[src/rtl/bp_me_network_pkt_decode_cmd.sv]
// Network packet to LCE command decoder.
// Reassembles a bp_cce_lce_cmd_s from a stream of LSB-first flits laid out as
// {payload, length, y_cord, x_cord}. The length field in the header flit says
// how many body flits follow; the finished command is held until consumed.
module bp_me_network_pkt_decode_cmd #(
  parameter int num_lce_p      = 4,
  parameter int num_cce_p      = 2,
  parameter int lce_assoc_p    = 8,
  parameter int paddr_width_p  = 22,
  parameter int max_num_flit_p = 5,
  parameter int x_cord_width_p = 2,
  parameter int y_cord_width_p = 2,

  // Command field widths, matching the command encoder's layout
  localparam int lce_id_w   = (num_lce_p   > 1) ? $clog2(num_lce_p)   : 1,
  localparam int cce_id_w   = (num_cce_p   > 1) ? $clog2(num_cce_p)   : 1,
  localparam int way_w      = (lce_assoc_p > 1) ? $clog2(lce_assoc_p) : 1,
  localparam int cmd_type_w = 4,
  localparam int cmd_w      = lce_id_w + cce_id_w + cmd_type_w + way_w
                              + paddr_width_p + lce_id_w + way_w,

  // Packet framing
  localparam int len_w      = (max_num_flit_p > 1) ? $clog2(max_num_flit_p) : 1,
  localparam int hdr_w      = x_cord_width_p + y_cord_width_p + len_w,
  localparam int pkt_w      = hdr_w + cmd_w,
  localparam int width_lp   = (pkt_w + max_num_flit_p - 1) / max_num_flit_p,
  localparam int cmd_len_lp = (pkt_w + width_lp - 1) / width_lp - 1,
  localparam int buf_w      = (cmd_len_lp + 1) * width_lp
) (
  input  logic                clk_i,
  input  logic                reset_n_i,

  input  logic                link_v_i,
  input  logic [width_lp-1:0] link_data_i,
  output logic                link_ready_o,

  output logic [cmd_w-1:0]    cmd_o,
  output logic                cmd_v_o,
  input  logic                cmd_yumi_i,

  output logic                len_err_o
);

  typedef enum logic [1:0] {
    S_IDLE = 2'd0,
    S_BODY = 2'd1,
    S_FULL = 2'd2
  } state_e;

  state_e                             r_state;
  state_e                             w_state_nxt;

  logic [len_w-1:0]                   r_cnt;      // body flits still expected
  logic [len_w-1:0]                   r_idx;      // slot for the next body flit
  logic [cmd_len_lp:0][width_lp-1:0]  r_buf;      // assembly buffer, slot 0 = header
  logic                               r_len_err;

  logic                               w_accept;
  logic [len_w-1:0]                   w_len;
  logic                               w_len_ovf;
  logic [len_w-1:0]                   w_hdr_cnt;
  logic [buf_w-1:0]                   w_buf_flat;
  logic [buf_w-1:0]                   w_buf_shr;
  logic                               w_unused;

  assign w_accept  = link_v_i & link_ready_o;

  // Length field lives right above the coordinates in the header flit.
  // An oversized length is clamped so the buffer can never be overrun.
  assign w_len     = link_data_i[x_cord_width_p + y_cord_width_p +: len_w];
  assign w_len_ovf = (w_len > len_w'(cmd_len_lp));
  assign w_hdr_cnt = w_len_ovf ? len_w'(cmd_len_lp) : w_len;

  // State register
  always_ff @(posedge clk_i or negedge reset_n_i) begin
    if (!reset_n_i) r_state <= S_IDLE;
    else            r_state <= w_state_nxt;
  end

  // Next-state: header picks BODY or FULL, last body flit goes FULL, yumi frees
  always_comb begin
    w_state_nxt = r_state;
    case (r_state)
      S_IDLE: if (w_accept) w_state_nxt = (w_hdr_cnt == '0) ? S_FULL : S_BODY;
      S_BODY: if (w_accept && (r_cnt == len_w'(1))) w_state_nxt = S_FULL;
      S_FULL: if (cmd_yumi_i) w_state_nxt = S_IDLE;
      default: w_state_nxt = S_IDLE;
    endcase
  end

  // Outputs decode from the state register only
  always_comb begin
    link_ready_o = 1'b0;
    cmd_v_o      = 1'b0;
    case (r_state)
      S_IDLE:  link_ready_o = 1'b1;
      S_BODY:  link_ready_o = 1'b1;
      S_FULL:  cmd_v_o      = 1'b1;
      default: link_ready_o = 1'b0;
    endcase
  end

  // Datapath: header clears the buffer and loads the count, body flits fill slots
  always_ff @(posedge clk_i or negedge reset_n_i) begin
    if (!reset_n_i) begin
      r_cnt     <= '0;
      r_idx     <= '0;
      r_buf     <= '0;
      r_len_err <= 1'b0;
    end else if (w_accept) begin
      if (r_state == S_IDLE) begin
        // Clearing first makes bits of short packets read back as zero
        r_buf    <= '0;
        r_buf[0] <= link_data_i;
        r_cnt    <= w_hdr_cnt;
        r_idx    <= len_w'(1);
        if (w_len_ovf) r_len_err <= 1'b1;
      end else if (r_state == S_BODY) begin
        for (int s = 1; s <= cmd_len_lp; s++) begin
          if (r_idx == len_w'(s)) r_buf[s] <= link_data_i;
        end
        r_idx <= r_idx + len_w'(1);
        r_cnt <= r_cnt - len_w'(1);
      end
    end
  end

  // Command sits just above the header in the reassembled packet
  assign w_buf_flat = r_buf;
  assign w_buf_shr  = w_buf_flat >> hdr_w;
  assign cmd_o      = w_buf_shr[cmd_w-1:0];
  assign len_err_o  = r_len_err;

  // Header and padding bits are carried in the buffer but never leave it
  assign w_unused   = ^w_buf_shr;

endmodule
[config.mk]
export PLATFORM = sky130hd
export DESIGN_NAME = bp_me_network_pkt_decode_cmd
export DESIGN_NICKNAME = d
export VERILOG_FILES = /design/src/rtl/bp_me_network_pkt_decode_cmd.sv
export SDC_FILE = /design/constraint.sdc
export NUM_CORES = 1
export LEC_CHECK = 0
export BUFFER_PORTS_ARGS = -buffer_cell sky130_fd_sc_hd__buf_4
export CAP_MARGIN = 10
export CORE_MARGIN = 5
export CORE_UTILIZATION = 52
export CTS_CLUSTER_DIAMETER = 200
export DETAILED_ROUTE_END_ITERATION = 6
export GPL_TIMING_DRIVEN = 0
export PLACE_DENSITY = 0.77
export SETUP_SLACK_MARGIN = 0.05
export SYNTH_ARGS = -nofsm -noshare
export SYNTH_HDL_FRONTEND = slang
export SYNTH_SLANG_ARGS = --single-unit
[constraint.sdc]
create_clock -name clk_i -period 1.84 [get_ports clk_i]
set_input_delay 0.184 -clock clk_i [delete_from_list [all_inputs] [get_ports clk_i]]
set_output_delay 0.184 -clock clk_i [all_outputs]
set_load 0.03 [all_outputs]
* Word level (Yosys, flattened, before mapping)
Cells that the tools add are included.
** Cells by class
- Order comparisons :: 1
- Divide/modulo/power cells :: 0
- Multiplexer cells :: 18
- Shift-type cells :: 0
- Bitwise logic cells :: 1
- Multiply operators :: 0
- Equal/unequal tests :: 10
- Add/subtract/negate cells :: 2
- Reduce and logical (&&, ||, !) cells :: 17
** Operators by type and width (number)
- 35-bit two-way mux :: 2
- 9-bit two-way mux :: 3
- 3-bit AND reduction :: 6
- 3-bit two-way mux :: 5
- 2-bit nonzero test :: 5
- 2-bit two-way mux :: 4
- 8-bit two-way mux :: 1
- 3-bit by 1-bit == test with 1-bit output, second input constant :: 2
- 3-bit by 2-bit == test with 1-bit output, second input constant :: 2
- 2-bit != test, second input constant :: 3
- 2-bit case mux with 3 select lines :: 1
- 2-bit AND reduction :: 2
- 3-bit by 1-bit adder with 3-bit output, second input constant :: 1
- 3-bit == test, second input constant :: 1
- 3-bit greater-than comparator, second input constant :: 1
- 3-bit logical NOT :: 1
- 3-bit by 1-bit subtractor with 3-bit output, second input constant :: 1
- 2-bit by 1-bit == test with 1-bit output, second input constant :: 1
- 2-bit == test, second input constant :: 1
- 2-bit logical NOT :: 1
- 1-bit two-way mux :: 2
- 2-bit OR reduction :: 1
- 1-bit AND :: 1
- 1-bit logical AND :: 1
** Storage, ports and cells
- Memories kept :: 0
- Memory bits (writable) :: 0
- Latch bits :: 0
- Bits in read-only memories :: 0
- Flip-flop bits (word level) :: 53

* Longest topological paths before layout
Gate-level depths: netlist (run 1).
- Depth in word-level cells :: 7
- Mapped depth :: 5

* Worst setup path before layout (run 1)
OpenSTA, ideal clock, no wires.
- Kind :: flip-flop to flip-flop
- From :: reg r_idx[0]
- To :: reg r_buf, in the netlist cmd_o[11]
- Slack :: 0.385 ns
- Required time :: 1.715 ns
- Stages on the path, launching flop included :: 6
- Period minus slack after synthesis :: 1.455 ns
- Arrival :: 1.330 ns
- Path buffers :: 0
- Cell sequence :: dfrtp_1 inv_1 ha_1 nand2b_1 a21oi_4 mux2_2
** On the way
- Longest elaborated chain between the ends :: 3
** Ends and longest elaborated chain
- start, declared :: line 54 : logic [len_w-1:0] r_idx;
- start signal, assigned :: line 116 : r_idx <= len_w'(1);
- start signal, assigned :: line 122 : r_idx <= r_idx + len_w'(1);
- 3-bit by 2-bit == test with 1-bit output :: line 120 : if (r_idx == len_w'(s)) r_buf[s] <= link_data_i;
- 2-bit nonzero test (no line)
- 3-bit AND reduction (no line)
- end signal, assigned by index :: line 120
- end, declared :: line 55 : logic [cmd_len_lp:0][width_lp-1:0] r_buf;
No other way between the ends.
A chain may end at the register's enable or synchronous reset.

* Worst setup path after layout (run 1)
Ends and elaborated chain as after synthesis.

==> qor.json, run 1 <==
{
  "timing": {
    "hold_slack_ps": 126,
    "final.period_utilization_pct": 93.7,
    "maxSlewHeadroom_pct": 62.3,
    "setup_viol_count_final": 0,
    "grt_setup_unrepaired": "no",
    "maximum_clock_frequency_mhz": 580,
    "finClkSkew_ps": 6.25,
    "final_max_slew_viol_count": 0,
    "finalWorstPathRequiredPeriod_ps": 1720,
    "finalWorstSetupSlack_ps": 117,
    "worstMarginPinSlew_ps": 566,
    "timing_hold_violations_final": 0,
    "tns_ps": 0
  },
  "clocking": {
    "cts_buffer_depth": 2,
    "library_cell_used_as_clock_root_buffer": "sky130_fd_sc_hd__clkbuf_8",
    "cts_setup_buffers": 0,
    "clkSlewWorstSetupHoldPaths_ps": 80,
    "cts_tree": "done",
    "worst_skew_pair.late_latency_ps": 300,
    "number_of_clock_buffers_inserted_by_tritoncts": 5,
    "cts_htree_levels": 2,
    "clkSinkCount": 46
  },
  "route": {
    "firstDrtPassIters": 4,
    "detailedRoute.firstIterationViolations": 52,
    "routed_wl_um": 4470,
    "detail_route.wl_per_cell_um": 17.0,
    "route.vias.total": 1410,
    "drcViolationCount": 0,
    "ant_nets": 0,
    "vias_per_cell": 5.36
  },
  "floorplan": {
    "die_height_um": 73.0,
    "fp.dieW_um": 73.0,
    "core_region_area_um2": 3910,
    "row_count": 23,
    "ios": 53,
    "fp.dieArea_um2": 5330,
    "initial_utilization_pct": 52.7
  },
  "run": {
    "maxCapViolations": 0
  },
  "yosys": {
    "netlist.top_cell.by_area": "sky130_fd_sc_hd__dfrtp_1",
    "synthTopCellsByCount": "sky130_fd_sc_hd__dfrtp_1, sky130_fd_sc_hd__mux2_2, sky130_fd_sc_hd__nor2b_1, sky130_fd_sc_hd__inv_1, sky130_fd_sc_hd__ha_1",
    "cell_with_the_most_instances_after_synthesis": "sky130_fd_sc_hd__dfrtp_1",
    "post_synth_inst_count": 152,
    "synth_top_flop_cell": "sky130_fd_sc_hd__dfrtp_1",
    "yosysSeqAreaShare_pct": 55.8,
    "synthesis.yosys.warnings": 0,
    "synth_top_area_share_pct": 55.8,
    "number_of_enable_flip_flop_cells_after_synthesis": 0,
    "syn-cell-area_um2": 2060,
    "synth_area_leaders": "sky130_fd_sc_hd__dfrtp_1, sky130_fd_sc_hd__mux2_2, sky130_fd_sc_hd__ha_1",
    "synth-async-reset-ratio_pct": 100,
    "ys_types": 31,
    "number_of_synthesized_register_bits": 46,
    "syn_area_per_cell_um2": 13.6,
    "synthesis.nets": 172
  },
  "worst_setup_path": {
    "path_cells": "inv_1 -> ha_1 -> nand2b_1 -> a21oi_4 -> mux2_2",
    "ff2ff_path_depth": 5,
    "max_stage_delay_ps": 410,
    "cp_endpoint_kind": "register",
    "timing.critical_path.from_type": "register",
    "timing.critical_path.slowest_stage_cell": "sky130_fd_sc_hd__dfrtp_1",
    "crit_required_ps": 2020,
    "path_class": "reg -> reg",
    "maximum_net_fanout_on_the_critical_path": 9,
    "cp.arrival_ps": 1910
  },
  "grt": {
    "grt_pass1_vias": 1552,
    "track_usage_pct": 18.6,
    "grt_first_pass_wirelength_um": 7620,
    "grt_remaining_overflow": 0,
    "antenna_violations_before_repair": 0,
    "grt_start_max_net_pins": 47
  },
  "layout": {
    "antenna_cells": 0,
    "finalNetCount": 232,
    "layout.filler_cells": 306,
    "synthToLayoutAreaGrowth_pct": 26.6,
    "multiInputGateArea_um2": 841,
    "layout.area.seq_um2": 1150,
    "drive_gt1_share_pct": 49.3
  },
  "power": {
    "irDropWorstVdd_mv": 1.01,
    "power_per_cell_area_nw_per_um2": 1940,
    "total_leakage_power_nw": 1.26,
    "pnr_total_power_mw": 5.06
  },
  "status": {
    "run_status": "completed"
  },
  "placed_design": {
    "place_congestion": 0.807,
    "detailedPlacementHpwl_um": 3200,
    "port_buffers": 52,
    "place_worst_setup_slack_ps": 158
  },
  "hold_path": {
    "cell_depth_of_the_worst_hold_path": 2,
    "worstHoldPathType": "in -> reg"
  }
}
[through the flow]
| stage | cell area [um^2] | cells | util, % |
|---|---|---|---|
| 2_1_floorplan | 2060 | 152 | - |
| 3_3_place_gp | 2520 | 254 | 64.3 |
| 3_5_place_dp | 2520 | 254 | 64.3 |
| 4_1_cts | 2610 | 263 | 66.8 |
| 5_1_grt | 2610 | 263 | 66.8 |
| 6_report | 2610 | 263 | 66.8 |
[cell usage in the layout, fill, tap and decap left out, types with 2 or more instances in the layout]
cell type / instances
sky130_fd_sc_hd__nor2b_1: 10
sky130_fd_sc_hd__nand2b_1: 3
sky130_fd_sc_hd__clkbuf_8: 5
sky130_fd_sc_hd__nor3_1: 4
sky130_fd_sc_hd__a21oi_1: 4
sky130_fd_sc_hd__o21ai_0: 3
sky130_fd_sc_hd__dfrtp_1: 46
sky130_fd_sc_hd__mux2_1: 2
sky130_fd_sc_hd__buf_4: 53
sky130_fd_sc_hd__mux2_2: 35
sky130_fd_sc_hd__buf_6: 2
sky130_fd_sc_hd__a21oi_4: 4
sky130_fd_sc_hd__nor2_1: 2
sky130_fd_sc_hd__ha_1: 7
sky130_fd_sc_hd__nand2_1: 5
sky130_fd_sc_hd__inv_1: 8
[metal layers]
metal	vias up	global-route usage [%]	part of all wire, %
li1	647	-	-
met4	0	4.92	1.1
met1	722	23.2	40
met5	-	0	0
met3	5	6.47	7.2
met2	36	30.9	51
[repair_timing]
| item | 4_1_cts | 5_1_grt |
|---|---|---|
| setup endpoints to repair | 0 | 0 |
| hold buffers | 1 | 0 |
| gates resized for setup | 0 | 0 |
| endpoints found under the hold margin | 46 | 0 |
[final cells by class]
type                            instances  share of cell area, %
Clock buffer                            6                   2.78
Inverter                                8                   1.15
Multi-Input combinational cell         93                   32.2
Tap cell                               50                   2.39
Timing Repair Buffer                   53                   15.3
Clock inverter                          2                  0.527
Sequential cell                        46                   44.0
Buffer                                  5                   1.63
[state kept, by name, summed over array words and instances, names as in the netlist]
| register | cells |
|---|---|
| cmd_o | 37 |
| r_cnt | 3 |
| r_idx | 3 |
| r_state | 2 |
| len_err_o | 1 |
[worst max-delay path, delay by kind of cell, from the launching register on]
family | cells | cell delay (ps)
fa+ha+maj | 1 | 180
buf+inv | 1 | 130
flops | 1 | 410
mux | 1 | 390
simple gates | 1 | 90
compound gates | 1 | 390
[final timing paths]
| kind | from | slack (ps) | to |
|---|---|---|---|
| max | r_idx[0] | 120 | cmd_o[11] |
| min | link_data_i[7] | 130 | cmd_o[0] |
| max reg2reg | r_idx[0] | 120 | cmd_o[11] |
| min reg2reg | len_err_o | 480 | len_err_o |
| max in group asynchronous | reset_n_i | 1030 | cmd_o[32] |
| min in group asynchronous | reset_n_i | 420 | cmd_o[1] |
[power breakdown]
| group | switching, mW | internal (mW) | total (mW) | leakage (nW) |
|---|---|---|---|---|
| registers | 0.264 | 1.46 | 1.72 | 0.572 |
| clock network | 0.340 | 0.268 | 0.609 | 0.0452 |
| logic | 1.58 | 1.15 | 2.73 | 0.643 |
| total | 2.18 | 2.88 | 5.06 | 1.26 |
[kinds of logic after synthesis]
group	count (synthesis)	synth area share, %
AO/OA/AOI/OAI	16	6.79
adder cells (fa/ha/maj)	7	4.24
buffers and inverters	13	3.52
flip-flops	46	55.8
multiplexers	38	20.7
AND/OR/NAND/NOR	32	9.03
Power figures use the tool's default switching activity.
==> run 2, diff against run 1 <==
Settings changed: ABC_AREA set to 1, CORE_UTILIZATION 52 to 53, TNS_END_PERCENT set to 100.
==> run 2 against run 1 <==
Net effect:
- power is 8.2% higher
- flip-flop and latch count is the same
- synthesized cell count is 63% higher
- global-route usage rose by 1.4 points
- sequential power hardly changed
- die area rose by 6.0%
- first-iteration DRC count grew 120%
- area after synthesis rose by 9.1%
- non-clock buffer count increased by 1
- critical endpoint is now cmd_o[21]
==> qor.json, run 2 <==
{
  "status": {
    "run_status": {"value": "completed", "change": "unchanged"}
  },
  "power": {
    "pnr_total_power": {"value": 5.47, "unit": "mW", "change": "was 5.06 mW"},
    "power_per_cell_area": {"value": 1940, "unit": "nW/um^2", "change": "about the same"},
    "irDropWorstVdd": {"value": 0.830, "unit": "mV", "change": "was 1.01 mV"},
    "share_clk_of_total_power": {"value": 13.8, "unit": "%", "change": "was 12.0%"},
    "seqPwrFrac": {"value": 31.8, "unit": "%", "change": "was 34.0%"},
    "cell_internal_pwr": {"value": 2.89, "unit": "mW", "change": "was 2.88 mW"},
    "total_switching_power": {"value": 2.59, "unit": "mW", "change": "was 2.18 mW"},
    "netSwitchingFraction": {"value": 47.3, "unit": "%", "change": "was 43.1%"},
    "power.combinational.fraction": {"value": 54.4, "unit": "%", "change": "was 53.9%"},
    "total_leakage_power": {"value": 1.52, "unit": "nW", "change": "was 1.26 nW"}
  },
  "placed_design": {
    "dp.cells": {"value": 348, "change": "was 254"},
    "port_buffers": {"value": 51, "change": "was 52"},
    "detailed_place.area": {"value": 2700, "unit": "um^2", "change": "was 2520 um^2"},
    "detailedPlacementHpwl": {"value": 3840, "unit": "um", "change": "was 3200 um"},
    "place_congestion": {"value": 0.803, "change": "was 0.807"}
  },
  "yosys": {
    "synth_area_leaders": {"value": "sky130_fd_sc_hd__dfrtp_1, sky130_fd_sc_hd__nand2_1, sky130_fd_sc_hd__nand3_1", "change": "was sky130_fd_sc_hd__dfrtp_1, sky130_fd_sc_hd__mux2_2, sky130_fd_sc_hd__ha_1"},
    "synth_compound_area_share": {"value": 5.94, "unit": "%", "change": "was 6.79%"},
    "yosys.area_share.adder": {"value": 3.89, "unit": "%", "change": "was 4.24%"},
    "number_of_synthesized_register_bits": {"value": 46, "change": "unchanged"},
    "cell_with_the_most_instances_after_synthesis": {"value": "sky130_fd_sc_hd__nand2_1", "change": "was sky130_fd_sc_hd__dfrtp_1"},
    "synth-async-reset-ratio": {"value": 100, "unit": "%", "change": "unchanged"},
    "ys_types": {"value": 24, "change": "was 31"},
    "synth_top_family_by_area": {"value": "simple AND/OR/NAND/NOR gates", "change": "was multiplexers"},
    "yosysSeqAreaShare": {"value": 51.1, "unit": "%", "change": "was 55.8%"},
    "synth.area.mux_share": {"value": 0, "unit": "%", "change": "was 20.7%"},
    "synthesis.yosys.warnings": {"value": 0, "change": "unchanged"},
    "synth_simple_gate_area_share": {"value": 32.1, "unit": "%", "change": "was 9.03%"},
    "netlist.top_cell.by_area": {"value": "sky130_fd_sc_hd__dfrtp_1", "change": "unchanged"},
    "number_of_enable_flip_flop_cells_after_synthesis": {"value": 0, "change": "unchanged"},
    "syn_area_per_cell": {"value": 9.12, "unit": "um^2", "change": "was 13.6 um^2"},
    "synth_top_area_share": {"value": 51.1, "unit": "%", "change": "was 55.8%"},
    "synth_top_flop_cell": {"value": "sky130_fd_sc_hd__dfrtp_1", "change": "unchanged"},
    "syn-cell-area": {"value": 2250, "unit": "um^2", "change": "was 2060 um^2"},
    "synth-xor-area-share": {"value": 0, "unit": "%", "change": "unchanged"},
    "synthesis.nets": {"value": 267, "change": "was 172"},
    "synthTopCellsByCount": {"value": "sky130_fd_sc_hd__nand2_1, sky130_fd_sc_hd__dfrtp_1, sky130_fd_sc_hd__nand3_1, sky130_fd_sc_hd__inv_1, sky130_fd_sc_hd__o21ai_0", "change": "was sky130_fd_sc_hd__dfrtp_1, sky130_fd_sc_hd__mux2_2, sky130_fd_sc_hd__nor2b_1, sky130_fd_sc_hd__inv_1, sky130_fd_sc_hd__ha_1"},
    "post_synth_inst_count": {"value": 247, "change": "was 152"}
  },
  "layout": {
    "fin_cells": {"value": 357, "change": "was 263"},
    "layout_commonest_cell": {"value": "sky130_fd_sc_hd__nand2_1", "change": "was sky130_fd_sc_hd__buf_4"},
    "fin_area": {"value": 2820, "unit": "um^2", "change": "was 2610 um^2"},
    "synthToLayoutAreaGrowth": {"value": 25.1, "unit": "%", "change": "was 26.6%"},
    "leading_cell_types_in_the_layout_fill_and_taps_excluded": {"value": "sky130_fd_sc_hd__nand2_1, sky130_fd_sc_hd__buf_4, sky130_fd_sc_hd__dfrtp_1", "change": "was sky130_fd_sc_hd__buf_4, sky130_fd_sc_hd__dfrtp_1, sky130_fd_sc_hd__mux2_2"},
    "layout.core_utilization": {"value": 69.4, "unit": "%", "change": "was 66.8%"},
    "antenna_cells": {"value": 0, "change": "unchanged"},
    "largest_register_ffs": {"value": 37, "change": "unchanged"},
    "finalNetCount": {"value": 326, "change": "was 232"},
    "drive_gt1_share": {"value": 28.7, "unit": "%", "change": "was 49.3%"}
  },
  "worst_setup_path": {
    "cp_endpoint_kind": {"value": "register", "change": "unchanged"},
    "crit_required": {"value": 2030, "unit": "ps", "change": "was 2020 ps"},
    "max_stage_delay": {"value": 410, "unit": "ps", "change": "about the same"},
    "cp-startpoint": {"value": "r_idx[0]", "change": "unchanged"},
    "path_cells": {"value": "ha_1 -> ha_1 -> nor2_2 -> nor2_2 -> nand2_1 -> nand2_1", "change": "was inv_1 -> ha_1 -> nand2b_1 -> a21oi_4 -> mux2_2"},
    "timing.critical_path.slowest_stage_cell": {"value": "sky130_fd_sc_hd__dfrtp_1", "change": "unchanged"},
    "timing.critical_path.from_type": {"value": "register", "change": "unchanged"},
    "maximum_net_fanout_on_the_critical_path": {"value": 10, "change": "was 9"},
    "path_class": {"value": "reg -> reg", "change": "unchanged"},
    "critical_path.reg2reg.startpoint": {"value": "r_idx[0]", "change": "unchanged"},
    "cp.arrival": {"value": 1710, "unit": "ps", "change": "was 1910 ps"}
  },
  "clocking": {
    "cts_htree_levels": {"value": 2, "change": "unchanged"},
    "clkSinkCount": {"value": 46, "change": "unchanged"},
    "clkSlewWorstSetupHoldPaths": {"value": 80, "unit": "ps", "change": "about the same"},
    "cts_buffer_depth": {"value": 2, "change": "unchanged"},
    "worst_skew_pair.late_latency": {"value": 300, "unit": "ps", "change": "about the same"},
    "cts_tree": {"value": "done", "change": "unchanged"},
    "library_cell_used_as_clock_root_buffer": {"value": "sky130_fd_sc_hd__clkbuf_8", "change": "unchanged"},
    "postCtsResizedCells": {"value": 0, "change": "unchanged"},
    "number_of_clock_buffers_inserted_by_tritoncts": {"value": 5, "change": "unchanged"}
  },
  "run": {
    "maxCapViolations": {"value": 0, "change": "unchanged"}
  },
  "floorplan": {
    "row_count": {"value": 23, "change": "unchanged"},
    "fp.dieArea": {"value": 5650, "unit": "um^2", "change": "was 5330 um^2"},
    "fp.dieW": {"value": 75.2, "unit": "um", "change": "was 73.0 um"},
    "ios": {"value": 53, "change": "unchanged"},
    "initial_utilization": {"value": 55.5, "unit": "%", "change": "was 52.7%"},
    "core_region_area": {"value": 4060, "unit": "um^2", "change": "was 3910 um^2"},
    "die_height": {"value": 75.2, "unit": "um", "change": "was 73.0 um"}
  },
  "hold_path": {
    "worstHoldPathType": {"value": "in -> reg", "change": "unchanged"},
    "min-delay-start": {"value": "link_data_i[4]", "change": "was link_data_i[7]"}
  },
  "route": {
    "detailedRoute.firstIterationViolations": {"value": 115, "change": "was 52"},
    "ant_nets": {"value": 0, "change": "unchanged"},
    "drcViolationCount": {"value": 0, "change": "unchanged"},
    "vias_per_cell": {"value": 5.15, "change": "was 5.36"},
    "route.vias.total": {"value": 1840, "change": "was 1410"},
    "detail_route.wl_per_cell": {"value": 14.9, "unit": "um", "change": "was 17.0 um"},
    "firstDrtPassIters": {"value": 4, "change": "unchanged"},
    "routed_wl": {"value": 5310, "unit": "um", "change": "was 4470 um"}
  },
  "timing": {
    "timing_hold_violations_final": {"value": 0, "change": "unchanged"},
    "grt_setup_unrepaired": {"value": "no", "change": "unchanged"},
    "finClkSkew": {"value": 5.82, "unit": "ps", "change": "was 6.25 ps"},
    "setup_viol_count_final": {"value": 0, "change": "unchanged"},
    "final.period_utilization": {"value": 82.7, "unit": "%", "change": "was 93.7%"},
    "tns": {"value": 0, "unit": "ps", "change": "unchanged"},
    "maximum_clock_frequency": {"value": 657, "unit": "MHz", "change": "was 580 MHz"},
    "worstMarginPinSlew": {"value": 580, "unit": "ps", "change": "was 566 ps"},
    "finalWorstPathRequiredPeriod": {"value": 1520, "unit": "ps", "change": "was 1720 ps"},
    "final_max_slew_viol_count": {"value": 0, "change": "unchanged"},
    "maxSlewHeadroom": {"value": 61.3, "unit": "%", "change": "was 62.3%"}
  },
  "grt": {
    "grt_start_max_net_pins": {"value": 47, "change": "unchanged"},
    "grt_pass1_vias": {"value": 1710, "change": "was 1552"},
    "track_usage": {"value": 20.1, "unit": "%", "change": "was 18.6%"},
    "antenna_violations_before_repair": {"value": 0, "change": "unchanged"},
    "grt_remaining_overflow": {"value": 0, "change": "unchanged"},
    "grt_first_pass_wirelength": {"value": 8420, "unit": "um", "change": "was 7620 um"}
  }
}
[run 2: cell type report]
| cell class | instances | area, um^2 |
|---|---|---|
| buffer | 7 | 83.8 |
| clock buffer | 6 | 72.6 |
| clock inverter | 2 | 37.5 |
| fill | 313 | 1240 |
| inverter | 19 | 73.8 |
| multi-input combinational | 175 | 943 |
| sequential | 46 | 1150 |
| tap | 50 | 62.6 |
| timing repair buffer | 52 | 393 |
[run 2: power groups by stage]
stage          clock network, mW  logic, mW  registers (mW)
6_report                   0.755       2.98            1.74
5_1_grt                    0.793       3.24            1.79
4_1_cts                    0.755       3.00            1.74
3_5_place_dp                   0       2.98            1.76
3_3_place_gp                   0       2.92            1.75
2_1_floorplan                  0       1.31            2.41
[run 2: metal layers]
layer	track usage, %	wire [um]
met2	29.0	2400
met1	29.5	2450
met3	3.60	357
met5	0	0
met4	8.74	104
[run 2: cell families (layout without fill, tap and decap cells)]
| group | count (synthesis) | in the layout |
|---|---|---|
| compound gates | 24 | 24 |
| flops | 46 | 46 |
| buf+inv | 26 | 86 |
| simple gates | 144 | 144 |
| fa+ha+maj | 7 | 7 |
[run 2: worst paths after layout]
| path | endpoint | depth (start not counted) | slack, ps |
|---|---|---|---|
| min in group asynchronous | cmd_o[26] | 2 | 420 |
| worst min-delay path | r_cnt[0] | 3 | 170 |
| worst max register to register | cmd_o[21] | 6 | 320 |
| max in group asynchronous | r_idx[0] | 2 | 1030 |
| worst max-delay path | cmd_o[21] | 6 | 320 |
| worst min register to register | len_err_o | 1 | 500 |
[run 2: timing repair]
action | in CTS | in global routing
endpoints found under the hold margin | 46 | 0
hold buffers | 1 | 0
buffers inserted | 0 | 0
[run 2: metrics by stage]
step | hold WS, ps | worst slack [ps]
final | 167 | 319
after global routing | 171 | 218
after CTS | 161 | 329
after detailed placement | 226 | 343
after global placement | 220 | 362
after floorplan | -112 | 515
[run 2: worst max-delay path, delay by kind of cell (launching register included)]
| kind | cells | cell delay (ps) |
|---|---|---|
| adder cells (fa/ha/maj) | 2 | 380 |
| AND/OR/NAND/NOR | 4 | 620 |
| flip-flops | 1 | 410 |
==> run 3, diff against run 2 <==
Clock period 1.84 ns to 1.4 ns, I/O delays scaled along.
==> run 3 against run 2 <==
Net effect:
- critical path depth decreased by 1
- global-route usage increased by 0.25 points
- first-iteration DRC count up 43%
- fmax rose by 15%
- flip-flop and latch count unchanged
- die area is the same
- highest routed layer unchanged
- worst setup slack worse by 240 ps
- register-to-register slack lost 240 ps
- hold slack worse by 47 ps
- cell area is 3.7% higher
==> qor.json, run 3 (same netlist as run 2, synthesis figures left out) <==
{
  "grt": {
    "grt_remaining_overflow": {"value": 0, "change": "unchanged"},
    "track_usage": {"value": 20.3, "unit": "%", "change": "was 20.1%"},
    "grt_pass1_vias": {"value": 1731, "change": "was 1710"},
    "grt_first_pass_wirelength": {"value": 8540, "unit": "um", "change": "was 8420 um"},
    "antenna_violations_before_repair": {"value": 0, "change": "unchanged"},
    "grt_start_max_net_pins": {"value": 47, "change": "unchanged"}
  },
  "layout": {
    "drive_gt1_share": {"value": 31.8, "unit": "%", "change": "was 28.7%"},
    "synthToLayoutAreaGrowth": {"value": 29.7, "unit": "%", "change": "was 25.1%"},
    "fin_cells": {"value": 364, "change": "was 357"},
    "fin_area": {"value": 2920, "unit": "um^2", "change": "was 2820 um^2"},
    "layout.filler_cells": {"value": 290, "change": "was 313"},
    "layout_commonest_cell": {"value": "sky130_fd_sc_hd__nand2_1", "change": "unchanged"},
    "largest_register_ffs": {"value": 37, "change": "unchanged"},
    "finalNetCount": {"value": 333, "change": "was 326"},
    "antenna_cells": {"value": 0, "change": "unchanged"},
    "leading_cell_types_in_the_layout_fill_and_taps_excluded": {"value": "sky130_fd_sc_hd__nand2_1, sky130_fd_sc_hd__buf_4, sky130_fd_sc_hd__dfrtp_1", "change": "unchanged"}
  },
  "timing": {
    "finalWorstPathRequiredPeriod": {"value": 1320, "unit": "ps", "change": "was 1520 ps"},
    "setup_viol_count_final": {"value": 0, "change": "unchanged"},
    "final_max_slew_viol_count": {"value": 0, "change": "unchanged"},
    "grt_setup_unrepaired": {"value": "yes", "change": "was no"},
    "maximum_clock_frequency": {"value": 759, "unit": "MHz", "change": "was 657 MHz"},
    "timing_hold_violations_final": {"value": 0, "change": "unchanged"},
    "finClkSkew": {"value": 3.58, "unit": "ps", "change": "was 5.82 ps"},
    "worstMarginPinSlew": {"value": 578, "unit": "ps", "change": "was 580 ps"},
    "final.period_utilization": {"value": 94.1, "unit": "%", "change": "was 82.7%"},
    "maxSlewHeadroom": {"value": 61.5, "unit": "%", "change": "was 61.3%"}
  },
  "clocking": {
    "cts_tree": {"value": "done", "change": "unchanged"},
    "cts_htree_levels": {"value": 2, "change": "unchanged"},
    "library_cell_used_as_clock_root_buffer": {"value": "sky130_fd_sc_hd__clkbuf_8", "change": "unchanged"},
    "cts_buffer_depth": {"value": 2, "change": "unchanged"},
    "clkSinkCount": {"value": 46, "change": "unchanged"},
    "clkSlewWorstSetupHoldPaths": {"value": 90, "unit": "ps", "change": "was 80 ps"},
    "worst_skew_pair.late_latency": {"value": 300, "unit": "ps", "change": "about the same"},
    "number_of_clock_buffers_inserted_by_tritoncts": {"value": 5, "change": "unchanged"}
  },
  "worst_setup_path": {
    "crit_required": {"value": 1640, "unit": "ps", "change": "was 2030 ps"},
    "path_class": {"value": "reg -> reg", "change": "unchanged"},
    "maximum_net_fanout_on_the_critical_path": {"value": 5, "change": "was 10"},
    "cp.arrival": {"value": 1560, "unit": "ps", "change": "was 1710 ps"},
    "timing.critical_path.from_type": {"value": "register", "change": "unchanged"},
    "cp_endpoint_kind": {"value": "register", "change": "unchanged"}
  },
  "floorplan": {
    "ios": {"value": 53, "change": "unchanged"},
    "die_height": {"value": 75.2, "unit": "um", "change": "unchanged"},
    "fp.dieW": {"value": 75.2, "unit": "um", "change": "unchanged"},
    "initial_utilization": {"value": 55.5, "unit": "%", "change": "unchanged"},
    "fp.dieArea": {"value": 5650, "unit": "um^2", "change": "unchanged"},
    "core_region_area": {"value": 4060, "unit": "um^2", "change": "unchanged"},
    "row_count": {"value": 23, "change": "unchanged"}
  },
  "hold_path": {
    "worstHoldPathType": {"value": "in -> reg", "change": "unchanged"}
  },
  "route": {
    "vias_per_cell": {"value": 5.19, "change": "was 5.15"},
    "ant_nets": {"value": 0, "change": "unchanged"},
    "detailedRoute.firstIterationViolations": {"value": 164, "change": "was 115"},
    "route.vias.total": {"value": 1890, "change": "was 1840"},
    "drcViolationCount": {"value": 0, "change": "unchanged"},
    "detail_route.wl_per_cell": {"value": 15.2, "unit": "um", "change": "was 14.9 um"},
    "routed_wl": {"value": 5550, "unit": "um", "change": "was 5310 um"},
    "firstDrtPassIters": {"value": 4, "change": "unchanged"}
  },
  "power": {
    "share_clk_of_total_power": {"value": 13.2, "unit": "%", "change": "was 13.8%"},
    "irDropWorstVdd": {"value": 1.13, "unit": "mV", "change": "was 0.830 mV"},
    "power_per_cell_area": {"value": 2580, "unit": "nW/um^2", "change": "was 1940 nW/um^2"},
    "total_switching_power": {"value": 3.52, "unit": "mW", "change": "was 2.59 mW"},
    "netSwitchingFraction": {"value": 46.8, "unit": "%", "change": "was 47.3%"},
    "power.combinational.fraction": {"value": 56.2, "unit": "%", "change": "was 54.4%"},
    "cell_internal_pwr": {"value": 4.01, "unit": "mW", "change": "was 2.89 mW"},
    "total_leakage_power": {"value": 1.57, "unit": "nW", "change": "was 1.52 nW"},
    "seqPwrFrac": {"value": 30.6, "unit": "%", "change": "was 31.8%"}
  },
  "run": {
    "maxCapViolations": {"value": 0, "change": "unchanged"}
  },
  "status": {
    "run_status": {"value": "completed", "change": "unchanged"}
  },
  "placed_design": {
    "detailedPlacementHpwl": {"value": 3840, "unit": "um", "change": "unchanged"},
    "dp.cells": {"value": 348, "change": "unchanged"},
    "place_congestion": {"value": 0.803, "change": "unchanged"},
    "port_buffers": {"value": 51, "change": "unchanged"},
    "detailed_place.area": {"value": 2700, "unit": "um^2", "change": "unchanged"}
  }
}
==> run 3: changes by cell type in the layout (fill, tap and decap cells not counted), moves of 2 or more <==
cell                      delta
sky130_fd_sc_hd__nand2_4     +2
sky130_fd_sc_hd__buf_4       +3
sky130_fd_sc_hd__buf_12      +2
sky130_fd_sc_hd__nor2_1      -2
sky130_fd_sc_hd__nor2_4      +2
==> run 3: what timing repair did <==
item | in CTS | in global routing
gates cloned | 0 | 2
setup buffers | 2 | 3
gates resized for setup | 4 | 5
setup endpoints to repair | 15 | 32
pin swaps | 1 | 4
endpoints found under the hold margin | 46 | 0
hold buffers | 1 | 0
==> run 3: path summary, 6_finish.rpt <==
kind / slack, ps / start / end / depth (start not counted)
worst max-delay path: 80 / r_state[1] / cmd_o[15] / 5
worst min-delay path: 120 / link_data_i[4] / r_cnt[0] / 3
worst max register to register: 80 / r_state[1] / cmd_o[15] / 5
worst min register to register: 500 / cmd_o[1] / cmd_o[1] / 2
max in group asynchronous: 610 / reset_n_i / r_state[1] / 2
min in group asynchronous: 380 / reset_n_i / cmd_o[26] / 2
==> run 3: metrics by stage <==
stage	TNS, ps	util (%)	setup WS [ps]	hold slack (ps)	power, mW
after global placement	-687	66.5	-78.5	176	6.14
after CTS	0	70.4	52.5	117	7.35
after floorplan	0	-	74.7	-156	4.89
final	0	72.0	82.5	120	7.53
after global routing	0	72.0	33.0	130	7.97
after detailed placement	-826	66.5	-96.9	182	6.24
==> run 3: critical path, cell delays in order, from the launching register on <==
cell                      delay (ps)
sky130_fd_sc_hd__dfrtp_2         480
sky130_fd_sc_hd__nor2_4           60
sky130_fd_sc_hd__buf_12          130
sky130_fd_sc_hd__nor2_1          390
sky130_fd_sc_hd__nand2_1         110
sky130_fd_sc_hd__nand2_1          80
==> run 3: metal layers <==
layer	GRT usage [%]	share of wire, %	up-vias
met5	0	0	-
met4	8.74	1.5	0
met3	3.60	6.2	9
met2	29.7	46	69
met1	29.7	46	884
li1	-	-	928
==> run 3: power by group through the flow <==
stage / Clock (mW) / Combinational, mW / Sequential [mW]
after floorplan: 0 / 1.72 / 3.17
after global placement: 0 / 3.84 / 2.30
after detailed placement: 0 / 3.92 / 2.32
after CTS: 0.992 / 4.06 / 2.30
after global routing: 1.04 / 4.57 / 2.36
final: 0.996 / 4.23 / 2.30
==> run 3: area by class of cell <==
type / count / area [um^2] / area share, %
Multi-Input combinational cell: 177 / 983 / 33.7
Clock inverter: 2 / 37.5 / 1.28
Clock buffer: 6 / 72.6 / 2.48
Tap cell: 50 / 62.6 / 2.14
Inverter: 19 / 73.8 / 2.53
Buffer: 7 / 83.8 / 2.87
Sequential cell: 46 / 1150 / 39.4
Timing Repair Buffer: 57 / 455 / 15.6
